===== src/rtl/gpio_pattern_gen.sv =====
// gpio_pattern_gen: prescaled rotate / ping-pong walking pattern generator for a GPIO bank
module gpio_pattern_gen #(
  parameter int WIDTH = 32,
  parameter int DIV_W = 24,
  parameter logic [WIDTH-1:0] RESET_PATTERN = {{(WIDTH-1){1'b1}}, 1'b0}
) (
  input  logic             clk,
  input  logic             rstn,
  input  logic             en,
  input  logic [1:0]       mode,
  input  logic [DIV_W-1:0] div,
  input  logic             load,
  input  logic [WIDTH-1:0] load_data,
  output logic [WIDTH-1:0] pattern,
  output logic             tick,
  output logic             dir
);
  localparam int PW = $clog2(WIDTH);
  localparam logic [PW-1:0] POS_MAX = PW'(WIDTH - 1);
  logic [DIV_W-1:0] cnt;
  logic [PW-1:0]    pos, pos_inc, pos_dec, pos_n;
  logic [WIDTH-1:0] pattern_n;
  logic             go_left, go_right, dir_n, wrap;
  always_comb begin
    pos_inc   = (pos == POS_MAX) ? '0 : pos + 1'b1;
    pos_dec   = (pos == '0) ? POS_MAX : pos - 1'b1;
    go_left   = (mode == 2'b00) || (mode == 2'b10 && !dir);
    go_right  = (mode == 2'b01) || (mode == 2'b10 && dir);
    pattern_n = go_left  ? {pattern[WIDTH-2:0], pattern[WIDTH-1]} :
                go_right ? {pattern[0], pattern[WIDTH-1:1]} : pattern;
    pos_n     = go_left ? pos_inc : go_right ? pos_dec : pos;
    // ping-pong turns around in the same step that lands on an end position
    wrap      = dir ? (pos_n == '0) : (pos_n == POS_MAX);
    dir_n     = (mode == 2'b10 && wrap) ? ~dir : dir;
  end
  always_ff @(posedge clk or negedge rstn) begin
    if (!rstn) begin
      cnt     <= '0;
      tick    <= 1'b0;
      pattern <= RESET_PATTERN;
      pos     <= '0;
      dir     <= 1'b0;
    end else begin
      cnt  <= (!en || cnt == div) ? '0 : cnt + 1'b1;
      tick <= en && (cnt == div);
      if (load) begin
        pattern <= load_data;
        pos     <= '0;
        dir     <= 1'b0;
      end else if (tick) begin
        pattern <= pattern_n;
        pos     <= pos_n;
        dir     <= dir_n;
      end
    end
  end
endmodule


===== config.mk =====
export PLATFORM = sky130hd
export DESIGN_NAME = gpio_pattern_gen
export DESIGN_NICKNAME = d
export VERILOG_FILES = /design/src/rtl/gpio_pattern_gen.sv
export SDC_FILE = /design/constraint.sdc
export NUM_CORES = 1
export LEC_CHECK = 0
export BUFFER_PORTS_ARGS = -buffer_cell sky130_fd_sc_hd__buf_4
export CAP_MARGIN = 15
export CORE_ASPECT_RATIO = 1.2
export CORE_MARGIN = 5
export CORE_UTILIZATION = 35
export CTS_CLUSTER_DIAMETER = 40
export DETAILED_ROUTE_END_ITERATION = 12
export PLACE_DENSITY = 0.64
export SETUP_SLACK_MARGIN = 0.4
export SLEW_MARGIN = 10
export SYNTH_ARGS = -nofsm -noshare
export SYNTH_HDL_FRONTEND = slang
export SYNTH_SLANG_ARGS = --single-unit
export TNS_END_PERCENT = 30

===== constraint.sdc =====
create_clock -name clk -period 2.15 [get_ports clk]
set_clock_uncertainty 0.1 [all_clocks]
set_input_delay 0.3225 -clock clk [delete_from_list [all_inputs] [get_ports clk]]
set_output_delay 0.3225 -clock clk [all_outputs]
set_load 0.05 [all_outputs]

# --- Word level (Yosys, flattened, before mapping) ---
# Index checks and enable logic that the tools add are counted.
totals:
  reg_bits: 63
  inputBits: 62
classes:
  n_addsub: 3
  eq_ne: 5
  mux: 15
  n_bitwise: 1
  n_reduce_logical: 17
ops:
  columns: ["op", "count"]
  rows:
  - ["$mux W32", 4]
  - ["$mux W5", 6]
  - ["$add A24 B1 Y24 const B", 1]
  - ["$eq A24 B24 Y1", 1]
  - ["$mux W24", 1]
  - ["$eq A5 B5 Y1 const B", 2]
  - ["$logic_not A5 Y1", 2]
  - ["$add A5 B1 Y5 const B", 1]
  - ["$sub A5 B1 Y5 const B", 1]
  - ["$logic_and A1 B1 Y1", 4]
  - ["$mux W1", 4]
  - ["$reduce_and A2 Y1", 2]
  - ["$reduce_bool A2 Y1", 2]
  - ["$logic_or A1 B1 Y1", 3]
  - ["$reduce_bool A3 Y1", 1]
  - ["$eq A2 B1 Y1 const B", 1]
  - ["$eq A2 B2 Y1 const B", 1]
  - ["$logic_not A1 Y1", 2]
  - ["$logic_not A2 Y1", 1]
  - ["$not A1 Y1", 1]

# --- Logic depth before layout (Yosys ltp) ---
# Gate-level depths: netlist of the first run.
depth:
  depth_word: 11
  ltp_mapped: 8

# --- Least setup slack after synthesis of the first run ---
# No wires, ideal clock.
synth_timing:
  path_kind: "flip-flop to flip-flop"
  start: "reg pos[1]"
  end: "reg dir"
  setup_ns: 0.129
  arrival_time_ns: 1.856
  required_time_ns: 1.921
  path_slack_ns: 0.065
  stages_incl_launch_ff: 9
  n_path_buf: 0
  period_less_slack_ns: 2.085
  path_cell_list: "dfrtp_1 -> ha_1 -> and3_1 -> ha_1 -> nor3_1 -> a21oi_1 -> or3_1 -> o32ai_1 -> a21oi_1"
synth_between:
  elab_chain_len: 9
  elab_cells_between_ends: 14
  classes_between: "add/sub (2); eq/ne (2); mux (5); reduce/logical (5)"
synth_lines:
  columns: ["item", "line_no", "text"]
  rows:
  - ["from (decl)", "21", "logic [PW-1:0] pos, pos_inc, pos_dec, pos_n;"]
  - ["from (signal assigned)", "52", "pos <= pos_n;"]
  - ["$sub A5 B1 Y5 / $logic_not A5 Y1 (equally long branches)", "26", "pos_dec = (pos == '0) ? POS_MAX : pos - 1'b1;"]
  - ["$mux W5", "26", null]
  - ["$mux W5", "31", "pos_n = go_left ? pos_inc : go_right ? pos_dec : pos;"]
  - ["$mux W5 *", "31", null]
  - ["$eq A5 B5 Y1 / $logic_not A5 Y1 (equally long branches)", "33", "wrap = dir ? (pos_n == '0) : (pos_n == POS_MAX);"]
  - ["$mux W1 *", "33", null]
  - ["$logic_and A1 B1 Y1 *", "34", "dir_n = (mode == 2'b10 && wrap) ? ~dir : dir;"]
  - ["$reduce_bool A2 Y1 (no source line) *", null, null]
  - ["$reduce_and A2 Y1 (no source line) *", null, null]
  - ["to (signal assigned)", "53", "dir <= dir_n;"]
  - ["to (decl)", "16", "output logic dir"]
# Mark *: on every way between the ends. The rest lies on a longest branch, timed or not.
# A chain may end at the register's enable or synchronous reset.

# --- Worst setup path after layout of the first run ---
layout_timing:
  start: "reg cnt[3]"
  end: "reg cnt[10]"
layout_between:
  elab_chain_len: 3
  elab_cells_between_ends: 4
  classes_between: "add/sub (1); eq/ne (1); mux (1); reduce/logical (1)"
layout_lines:
  columns: ["item", "line_no", "text"]
  rows:
  - ["from (decl)", "20", "logic [DIV_W-1:0] cnt;"]
  - ["from (signal assigned)", "44", "cnt <= (!en || cnt == div) ? '0 : cnt + 1'b1;"]
  - ["parallel branches: the longest is 2 deep, another holds $add A24 B1 Y24", null, null]
  - ["$mux W24 *", "44", null]
# Every way passes the cells marked *.

==> results.md, run 1 <==
- Status: completed
- FF+latch count, synth: 63
- Worst r2r src: cnt[3]$_DFF_PN0_
- Pin count of the biggest net entering global routing: 59
- RSZ-0062 raised after global routing: yes
- Slew @ Worst Pin: 0.677 ns
- Crit-path leading delay family: simple AND/OR/NAND/NOR gates
- Worst setup SP type: register
- Vias after detailed routing: roughly 3,700
- Setup TNS: 0 ns
- Crit path required time: between 2 and 2.5 ns
- Mapped cell area: approximately 3800 sq um
- Core area: about 11,000 sq um
- Number of synthesized flops with an enable pin: 0
- Worst path depth: 7
- Final setup viols: 0
- CTS Buf Count: 9
- Fin crit share: a little over nine tenths
- Fraction of layout cells with a size suffix above 1: about 34%
- CP max-delay cell: dfrtp_2
- Synthesis warning total: 0
- R2R Setup Slk: approximately 0.041 ns
- Max Fclk: about 470 MHz
- CP peak stage delay: 0.44 ns
- Distinct cells, synth: 47
- Core Util, Final: roughly half
- Port bufs: 95
- WP data arrival: about 2.2 ns
- Clock Latency Late Sink: between 0.3 and 0.4 ns
- Mean post-synth cell area: approximately 8.1 sq um
- CP Buf/Inv Count: 2
- Antenna cell count: 0
- Antenna violations before repair: 0
- GP Congestion: about 0.86
- Via-per-instance ratio: just over 5
- Reg2Reg Depth: 7
- Total Wirelength: around 11,000 um
- Die width: around 110 um
- Initial Util: a little over a third
- Max Slew Vio Count: 0
- Vias in the first global route: 3,790
- Worst-case clock buffer depth: 2
- Worst Setup SP: cnt[3]$_DFF_PN0_
- Asr flop ratio synth: 100%
- Final Hold Violating Endpoints: 0
- Post-synthesis sequential area ratio: a little over two fifths
- Hold Path Class: in -> reg
- Crit. End Element: register
- MaxCap Viol Count: 0
- WS Path Type: reg -> reg
- Clock sinks: 63
- Row Count: between 40 and 50
- GR Util All Layers: 17.3%
- 1st-iter DRT viols: between 100 and 150
- H-tree depth: 3
- IO Count: between 90 and 100
- Top_reg_cell synth: dfrtp_1
- CP cell instances: xor2_1 -> nor4_1 -> nand4_1 -> o41ai_4 -> buf_4 -> buf_6 -> nor2_1
- Die area: 13,100 sq um
- Die height: between 100 and 150 um
- Drc violations: 0
- WL per Instance: ~16 um
- Dpl hpwl: a little under 8000 um
- First-pass GRT wire length: around 19,000 um
- Post-Synthesis Cells: 472
- Synth Net Count: approximately 540
- Slew HR: 54.9%
- Crit-path max FO: 6
- Root buffer cell: clkbuf_16
- Peak supply drop: between 0.4 and 0.5 mV
- Fin crit period: ~2.1 ns
- Fin nets: about 650
- Pre-antenna DRT Iters: 4
- Post-place setup slack: 0.0506 ns
- Crit path to: cnt[10]$_DFF_PN0_
- Clock-pin transition on the worst setup and hold timing paths: ~0.060 ns
- Gr ovfl total: 0
- Area grow syn2layout: 39.2%
- Cell Pwr Density: around 670 nW/um^2
- Final worst setup slack: approximately 0.041 ns
- LEAKAGE: 2.31 nW
- ANT nets after route: 0
- CTS tree: yes
- Worst R2R End: cnt[10]$_DFF_PN0_
where the power goes:
part | internal (mW) | switching, mW
logic | 0.310 | 0.528
registers | 1.32 | 0.0916
clock network | 0.806 | 0.510
total | 2.43 | 1.13
sequential cells by signal, indices dropped and copies added (netlist names):
signal / flops
tick: 1
pos: 5
dir: 1
pattern: 32
cnt: 24
cell usage in the layout (no fill, tap or decap), types with 13 or more instances in the layout:
master / n
buf_4: 122
nand2_1: 113
a21oi_1: 68
xor2_1: 34
o21ai_0: 34
dfstp_2: 31
nor2_1: 29
dfrtp_1: 28
nand4_1: 14
xnor2_1: 13
metrics by stage:
step	total power [mW]	instances	area [sq um]	hold WS [ns]
final	3.56	717	5310	0.167
after global routing	3.73	717	5310	0.183
after global placement	2.22	684	4760	0.305
after detailed placement	2.24	684	4760	0.311
after CTS	3.58	713	5220	0.160
after floorplan	1.92	472	3870	-0.0731
final cells by class:
type | count | area (sq um)
Sequential cell | 63 | 1620
Inverter | 3 | 11.3
Multi-Input combinational cell | 375 | 2170
Fill cell | 1015 | 5310
Clock buffer | 12 | 246
Timing Repair Buffer | 131 | 1080
Tap cell | 129 | 161
Clock inverter | 4 | 21.3
synthesized netlist by cell type (2+ instances only):
cell type / number / area share (%)
nand3_1: 7 / 0.92
a21o_1: 3 / 0.59
xnor2_1: 13 / 3.0
buf_2: 5 / 0.66
a21oi_1: 69 / 9.0
nor3_1: 6 / 0.79
and4_1: 2 / 0.46
dfrtp_1: 32 / 21
nand4_1: 14 / 2.3
o21a_1: 2 / 0.39
o21ai_0: 34 / 4.5
clkbuf_1: 23 / 2.3
nor2_1: 33 / 3.2
nand2_1: 113 / 11
ha_1: 4 / 1.3
xor2_1: 34 / 7.8
dfstp_2: 31 / 21
a211oi_1: 3 / 0.59
buf_6: 2 / 0.59
and2_1: 4 / 0.66
nor4_1: 7 / 1.1
and3_1: 4 / 0.66
inv_1: 3 / 0.29
worst min-delay path by stage:
stage	start	endpoint	slack (ns)	cells after the start
2_1_floorplan	rstn	cnt[0]$_DFF_PN0_	-0.07	0
3_3_place_gp	rstn	pattern[0]$_DFFE_PN0P_	0.31	1
3_5_place_dp	rstn	pattern[0]$_DFFE_PN0P_	0.31	1
4_1_cts	en	tick$_DFF_PN0_	0.16	2
5_1_grt	en	tick$_DFF_PN0_	0.18	2
6_report	en	tick$_DFF_PN0_	0.17	2
timing repair:
action / 4_1_cts / 5_1_grt
hold endpoints to repair: 32 / 0
setup buffers: 10 / 3
hold buffers: 1 / 0
pin swaps: 13 / 9
gates cloned: 2 / 1
setup endpoints to repair: 29 / 57
gates resized for setup: 9 / 16
per-layer routing:
layer | vias up | global-route usage (%) | wire, um
met2 | 114 | 30.8 | 5910
met1 | 1760 | 20.1 | 4550
met4 | 0 | 7.41 | 257
li1 | 1834 | - | -
met5 | - | 0 | 0
met3 | 20 | 3.11 | 603
kinds of logic (layout without fill, tap and decap cells):
group	Yosys count	in the layout	share of synthesized area [%]
DFF	63	63	42.3
xor gates and xnor gates	47	47	10.8
muxes	2	2	0.557
buffers and inverters	34	150	3.90
and+or+nand+nor	197	197	22.6
AOI/OAI and AO/OA	125	125	18.6
adders and majority gates	4	4	1.31
Power figures use the tool's default switching activity.
==> inputs of run 2 (changes only) <==
--- a/config.mk
+++ b/config.mk
@@ -7,12 +7,12 @@
 export LEC_CHECK = 0
 export BUFFER_PORTS_ARGS = -buffer_cell sky130_fd_sc_hd__buf_4
 export CAP_MARGIN = 15
-export CORE_ASPECT_RATIO = 1.2
+export CORE_ASPECT_RATIO = 0.9
 export CORE_MARGIN = 5
-export CORE_UTILIZATION = 35
+export CORE_UTILIZATION = 49
 export CTS_CLUSTER_DIAMETER = 40
 export DETAILED_ROUTE_END_ITERATION = 12
-export PLACE_DENSITY = 0.64
+export PLACE_DENSITY = 0.82
 export SETUP_SLACK_MARGIN = 0.4
 export SLEW_MARGIN = 10
 export SYNTH_ARGS = -nofsm -noshare
==> run 2 against run 1 <==
Net effect: setup slack got worse by 0.016 ns; maximum frequency shrank 0.76%; cell count shrank 4.9%; design area decreased by 2.4%; sequential share of layout area rose by 0.72 points; total power shrank 9.0%; global-route usage increased by 3.9 points; register-to-register slack got worse by 0.02 ns; hold slack got worse by 0.029 ns; sequential cell count is the same; critical path depth rose by 1; wire length decreased by 5.4%.
==> results.md, run 2 (synthesized netlist as in run 1, its figures left out) <==
- Max FFs per register: 32 (unchanged)
- CP cell instances: ha_2 -> and3_4 -> ha_4 -> mux2_2 -> o211ai_1 -> a211o_1 -> a41oi_2 -> a21oi_1
- Hold slack final: 0.138 ns (-0.0288 ns)
- Fin nets: 647 (-0.31%)
- Via-per-instance ratio: 5.52 (+6.2%)
- ANT nets after route: 0 (unchanged)
- WP data arrival: 2.28 ns (+0.06 ns)
- Gr ovfl total: 0 (unchanged)
- Area grow syn2layout: 35.8%
- Max Slew Vio Count: 0 (unchanged)
- Antenna violations before repair: 0 (unchanged)
- Crit. End Element: register
- Commonest non-fill, non-tap cells in the layout: buf_4 (119), nand2_1 (113), a21oi_1 (68)
- Crit path required time: 2.31 ns (+0.05 ns)
- CP max-delay cell: dfrtp_1
- Peak supply drop: 0.381 mV (-6.8%)
- Worst setup SP type: register
- Fraction of layout cells with a size suffix above 1: 33.4% (-0.74 points)
- MaxCap Viol Count: 0 (unchanged)
- Pin count of the biggest net entering global routing: 65 (+10%)
- Vias in the first global route: 3,540 (-6.6%)
- WL per Instance: 15.7 um (-0.58%)
- Clock-pin transition on the worst setup and hold timing paths: 0.07 ns (about the same)
- Status: completed
- Setup TNS: 0 ns (unchanged)
- Commonest non-fill, non-tap cell in the layout: buf_4
- Antenna cell count: 0 (unchanged)
- Slew @ Worst Pin: 0.493 ns (-0.184 ns)
- Clock Latency Late Sink: 0.34 ns (about the same)
- Vias after detailed routing: 3,766 (+1.0%)
- Die area: 9660 sq um (-26%)
- CTS Buf Count: 9 (unchanged)
- CP Buf/Inv Count: 0 (-2)
- Dpl hpwl: 7230 um (-7.9%)
- Total Wirelength: 10,700 um (-5.4%)
- Crit-path max FO: 4 (-2)
- Drc violations: 0 (unchanged)
- Fin crit period: 2.13 ns (+0.0162 ns)
- Final Hold Violating Endpoints: 0 (unchanged)
- Initial Util: 50.3% (+14 points)
- 1st-iter DRT viols: 223 (+65%)
- Placement Cell Area: 4690 sq um (-1.5%)
- Placed Cells: 647 (-5.4%)
- LEAKAGE: 2.27 nW (-1.6%)
- RSZ-0062 raised after global routing: yes
- WS Path Type: reg -> reg
- Post-route total power: 3.25 mW (-9.0%)
- Top Registers: pattern: 32 flops, cnt: 24 flops, pos: 5 flops
- Core area: 7580 sq um (-29%)
- Row Count: 30 (-27%)
- Port bufs: 95 (unchanged)
- Cell Pwr Density: 626 nW/um^2 (-6.7%)
- Top reg by flops: pattern
- Fin crit share: 98.9% (+0.75 points)
- Pre-antenna DRT Iters: 4 (unchanged)
- Die height: 93.7 um (-25%)
- GR Util All Layers: 21.2% (+3.9 points)
- Slew HR: 66.9% (+12 points)
- Root buffer cell: clkbuf_8
- Clock sinks: 63 (unchanged)
- Max Fclk: 471 MHz (-0.76%)
- GP Congestion: 0.902 (+5.4%)
- CP peak stage delay: 0.41 ns (-0.03 ns)
- IO Count: 96 (unchanged)
- Crit-path leading delay family: compound AO/OA/AOI/OAI gates
- Hold Path Class: in -> reg
- Die width: 103 um (-2.2%)
- H-tree depth: 3 (unchanged)
- First-pass GRT wire length: 16,400 um (-12%)
- Final setup viols: 0 (unchanged)
- Design area: 5180 sq um (-2.4%)
- Non-Filler Instances: 682 (-4.9%)
- CTS tree: yes
- Worst-case clock buffer depth: 2 (unchanged)
==> run 2: cell types whose count changed in the layout (fill, tap and decap cells not counted), sizes merged <==
cell | before | now
clkbuf | 13 | 16
buf | 128 | 126
clkinv | 3 | 1
bufbuf | 1 | 0
clkinvlp | 0 | 1
inv | 4 | 3
==> run 2: final timing paths <==
path	startpoint	to	slack [ns]	cells past startpoint
max	pos[0]$_DFFE_PN0P_	dir$_DFFE_PN0P_	0.02	8
min	en	tick$_DFF_PN0_	0.14	2
max reg2reg	pos[0]$_DFFE_PN0P_	dir$_DFFE_PN0P_	0.02	8
min reg2reg	pattern[23]$_DFFE_PN1P_	pattern[23]$_DFFE_PN1P_	0.39	2
max in group asynchronous	rstn	pattern[19]$_DFFE_PN1P_	0.87	3
min in group asynchronous	rstn	cnt[10]$_DFF_PN0_	0.38	2
==> run 2: report_power, final <==
group / switching, mW / internal (mW)
Combinational: 0.530 / 0.303
Sequential: 0.0849 / 1.32
Clock: 0.459 / 0.551
==> run 2: metal layers <==
metal	wire, um	part of all wire (%)	track usage [%]
met5	0	0	0
met4	142	1.3	7.01
met3	625	5.8	5.49
met2	5440	51	34.3
met1	4500	42	27.6
==> run 2: area by class of cell <==
| cell class | instances | area, sq um |
|---|---|---|
| fillers | 618 | 2400 |
| multi-input cells | 375 | 2180 |
| flip-flops and latches | 63 | 1620 |
| repair buffers | 129 | 1060 |
| clock buffers | 14 | 184 |
| well taps | 96 | 120 |
| clock inverters | 2 | 12.5 |
| inverters | 3 | 11.3 |
==> run 2: worst reg2reg max path, stage by stage, from the launching register on <==
cell,delay [ns]
dfrtp_1,0.41
ha_2,0.21
and3_4,0.18
ha_4,0.17
mux2_2,0.27
o211ai_1,0.28
a211o_1,0.20
a41oi_2,0.11
a21oi_1,0.12
==> run 2: metrics by stage <==
| step | setup WS [ns] | util (%) |
|---|---|---|
| floorplan | 0.163 | - |
| global placement | 0.0917 | 61.9 |
| detailed placement | 0.0128 | 61.9 |
| CTS | 0.116 | 65.5 |
| global route | -0.0683 | 68.3 |
| finish | 0.0247 | 68.3 |
==> run 2: timing repair <==
item,in CTS,in global routing
gates cloned,0,3
endpoints found under the hold margin,29,0
resized for setup,4,17
hold buffers,1,0
setup buffers,5,10
setup endpoints to repair,60,62
pin swaps,2,13
==> inputs of run 3 (changes only) <==
--- a/config.mk
+++ b/config.mk
@@ -12,7 +12,7 @@
 export CORE_UTILIZATION = 49
 export CTS_CLUSTER_DIAMETER = 40
 export DETAILED_ROUTE_END_ITERATION = 12
-export PLACE_DENSITY = 0.82
+export PLACE_DENSITY_LB_ADDON = 0.12
 export SETUP_SLACK_MARGIN = 0.4
 export SLEW_MARGIN = 10
 export SYNTH_ARGS = -nofsm -noshare
==> run 3 against run 2 <==
Net effect: hold slack improved by 0.041 ns; via count decreased by 0.50%; wire length is 1.8% higher; the flow now finishes with violations (negative setup slack); total power fell by 2.0%; critical endpoint is now cnt[9]$_DFF_PN0_; first-iteration DRC count shrank 34%; clock power is 8% lower.
==> results.md, run 3 (synthesized netlist as in run 1, its figures left out) <==
- First-pass GRT wire length: 17,400 um (+5.9%)
- Row Count: 30 (unchanged)
- Status: finished, violations left
- Violated checks: negative setup slack
- Hold Path Stages: 3 (+1)
- Pre-antenna DRT Iters: 4 (unchanged)
- Final setup viols: 3 (+3)
- Total Wirelength: 10,900 um (+1.8%)
- Peak supply drop: 0.419 mV (+10%)
- Internal power: 2.10 mW (-3.2%)
- Clock Latency Late Sink: 0.34 ns (about the same)
- Top Registers: pattern: 32 flops, cnt: 24 flops, pos: 5 flops
- ANT nets after route: 0 (unchanged)
- Via-per-instance ratio: 5.46 (-1.1%)
- CP max-delay cell: dfrtp_1
- Final worst setup slack: -0.00687 ns (-0.0316 ns)
- P_sw: 1.08 mW (+0.54%)
- Pin count of the biggest net entering global routing: 65 (unchanged)
- IO Count: 96 (unchanged)
- WL per Instance: 15.9 um (+1.2%)
- WL met1: 4660 um (+3.5%)
- RSZ-0062 raised after global routing: yes
- Fin crit period: 2.16 ns (+0.0316 ns)
- Met3 WL: 650 um (+4.0%)
- Dpl hpwl: 7100 um (-1.9%)
- Max FFs per register: 32 (unchanged)
- WP data arrival: 2.28 ns (about the same)
- Antenna violations before repair: 0 (unchanged)
- Worst R2R End: cnt[9]$_DFF_PN0_
- Cell Pwr Density: 588 nW/um^2 (-6.2%)
- Drc violations: 0 (unchanged)
- LEAKAGE: 2.27 nW (-0.10%)
- Die area: 9660 sq um (unchanged)
- Fin nets: 651 (+0.62%)
- Crit-path max FO: 17 (+13)
- CP peak stage delay: 0.42 ns (about the same)
- MaxCap Viol Count: 0 (unchanged)
- WL met2: 5470 um (+0.57%)
- Fin crit share: 100% (+1.5 points)
- Root buffer cell: clkbuf_8
- Antenna cell count: 0 (unchanged)
- Crit path required time: 2.27 ns (-0.04 ns)
- Area grow syn2layout: 41.8%
- Hold Path Class: in -> reg
- Reg2Reg Depth: 6 (-2)
- Fraction of layout cells with a size suffix above 1: 40.0% (+6.6 points)
- Placed Cells: 646 (-0.15%)
- GR Util All Layers: 22.6% (+1.4 points)
- Final Hold Violating Endpoints: 0 (unchanged)
- Vias after detailed routing: 3,747 (-0.50%)
- Post-place setup slack: -0.0193 ns (-0.0321 ns)
- Top reg by flops: pattern
- Core Util, Final: 71.4% (+3.1 points)
- Initial Util: 50.3% (unchanged)
- Worst r2r src: cnt[20]$_DFF_PN0_
- Crit. End Element: register
- Net Sw Frac: 34.0% (+0.85 points)
- Die width: 103 um (unchanged)
- Non-Filler Instances: 686 (+0.59%)
- WS Path Type: reg -> reg
- Port bufs: 95 (unchanged)
- Clock share of power: 29.1% (-2.0 points)
- Sequential share of power: 44.1% (+0.9 points)
- Vias in the first global route: 3,710 (+4.8%)
- CTS tree: yes
- Power share of the combinational group: 26.8% (+1.1 points)
- Commonest non-fill, non-tap cell in the layout: buf_4
- Max Fclk: 464 MHz (-1.5%)
- Die height: 93.7 um (unchanged)
- Commonest non-fill, non-tap cells in the layout: buf_4 (126), nand2_1 (111), a21oi_1 (68)
- Core area: 7580 sq um (unchanged)
- End of the worst hold path: pattern[8]$_DFFE_PN1P_
- R2R Setup Slk: -0.007 ns (-0.03 ns)
- Slew @ Worst Pin: 0.584 ns (+0.0906 ns)
- GP Congestion: 0.892 (-1.1%)
- Clock sinks: 63 (unchanged)
- Worst-case clock buffer depth: 2 (unchanged)
- Gr ovfl total: 0 (unchanged)
- CTS Buf Count: 9 (unchanged)
- Top Metal Used: met4
- Clock-pin transition on the worst setup and hold timing paths: 0.07 ns (about the same)
- Post-route total power: 3.18 mW (-2.0%)
- CP cell instances: xor2_1 -> nor4_1 -> nand4_1 -> o41ai_4 -> clkbuf_16 -> nor2_4
- Max Slew Vio Count: 0 (unchanged)
- Slew HR: 61.1% (-5.8 points)
- H-tree depth: 3 (unchanged)
- Worst setup SP type: register
- Hold Startpoint: load_data[8]
- 1st-iter DRT viols: 147 (-34%)
==> run 3: area by class of cell <==
| type | instances | area (sq um) |
|---|---|---|
| Fill cell | 592 | 2170 |
| Clock buffer | 13 | 159 |
| Timing Repair Buffer | 133 | 1060 |
| Multi-Input combinational cell | 375 | 2420 |
| Tap cell | 96 | 120 |
| Sequential cell | 63 | 1620 |
| Inverter | 3 | 11.3 |
| Clock inverter | 3 | 17.5 |
==> run 3: layer usage <==
layer | vias up | track usage, %
li1 | 1840 | -
met1 | 1793 | 29.9
met2 | 100 | 36.6
met3 | 14 | 5.72
met4 | 0 | 6.15
met5 | - | 0
==> run 3: through the flow <==
stage / TNS, ns / hold WS, ns / cell area [sq um]
floorplan: 0 / -0.0731 / 3870
global placement: 0 / 0.265 / 4700
detailed placement: -0.0193 / 0.262 / 4700
CTS: 0 / 0.163 / 5070
global route: -1.41 / 0.175 / 5410
finish: -0.0137 / 0.179 / 5410
==> run 3: what timing repair did <==
action                     4_1_cts  5_1_grt
pin swaps                       24       24
hold buffers                     1        0
hold endpoints to repair        32        0
gates resized for setup          9       74
setup buffers                   18        5
setup endpoints to repair       61       62
==> run 3: worst max-delay path: cells and delay by family, from the launching register on <==
kind / cells / cell delay [ns]
AO/OA/AOI/OAI: 1 / 0.35
XOR/XNOR: 1 / 0.18
AND/OR/NAND/NOR: 3 / 0.66
buffers and inverters: 1 / 0.33
flip-flops: 1 / 0.42
==> run 3: worst max path at each step <==
| stage | startpoint | to | cells past startpoint |
|---|---|---|---|
| 2_1_floorplan | pos[1]$_DFFE_PN0P_ | dir$_DFFE_PN0P_ | 8 |
| 3_3_place_gp | pos[0]$_DFFE_PN0P_ | dir$_DFFE_PN0P_ | 8 |
| 3_5_place_dp | pos[1]$_DFFE_PN0P_ | dir$_DFFE_PN0P_ | 8 |
| 4_1_cts | pos[0]$_DFFE_PN0P_ | dir$_DFFE_PN0P_ | 8 |
| 5_1_grt | cnt[16]$_DFF_PN0_ | cnt[17]$_DFF_PN0_ | 6 |
| 6_report | cnt[20]$_DFF_PN0_ | cnt[9]$_DFF_PN0_ | 6 |
==> run 3: power groups by stage <==
| stage | clock network (mW) | logic [mW] | registers (mW) |
|---|---|---|---|
| 6_report | 0.925 | 0.854 | 1.40 |
| 5_1_grt | 1.01 | 0.927 | 1.41 |
| 4_1_cts | 0.950 | 0.817 | 1.40 |
| 3_5_place_dp | 0 | 0.800 | 1.42 |
| 3_3_place_gp | 0 | 0.794 | 1.42 |
| 2_1_floorplan | 0 | 0.246 | 1.67 |
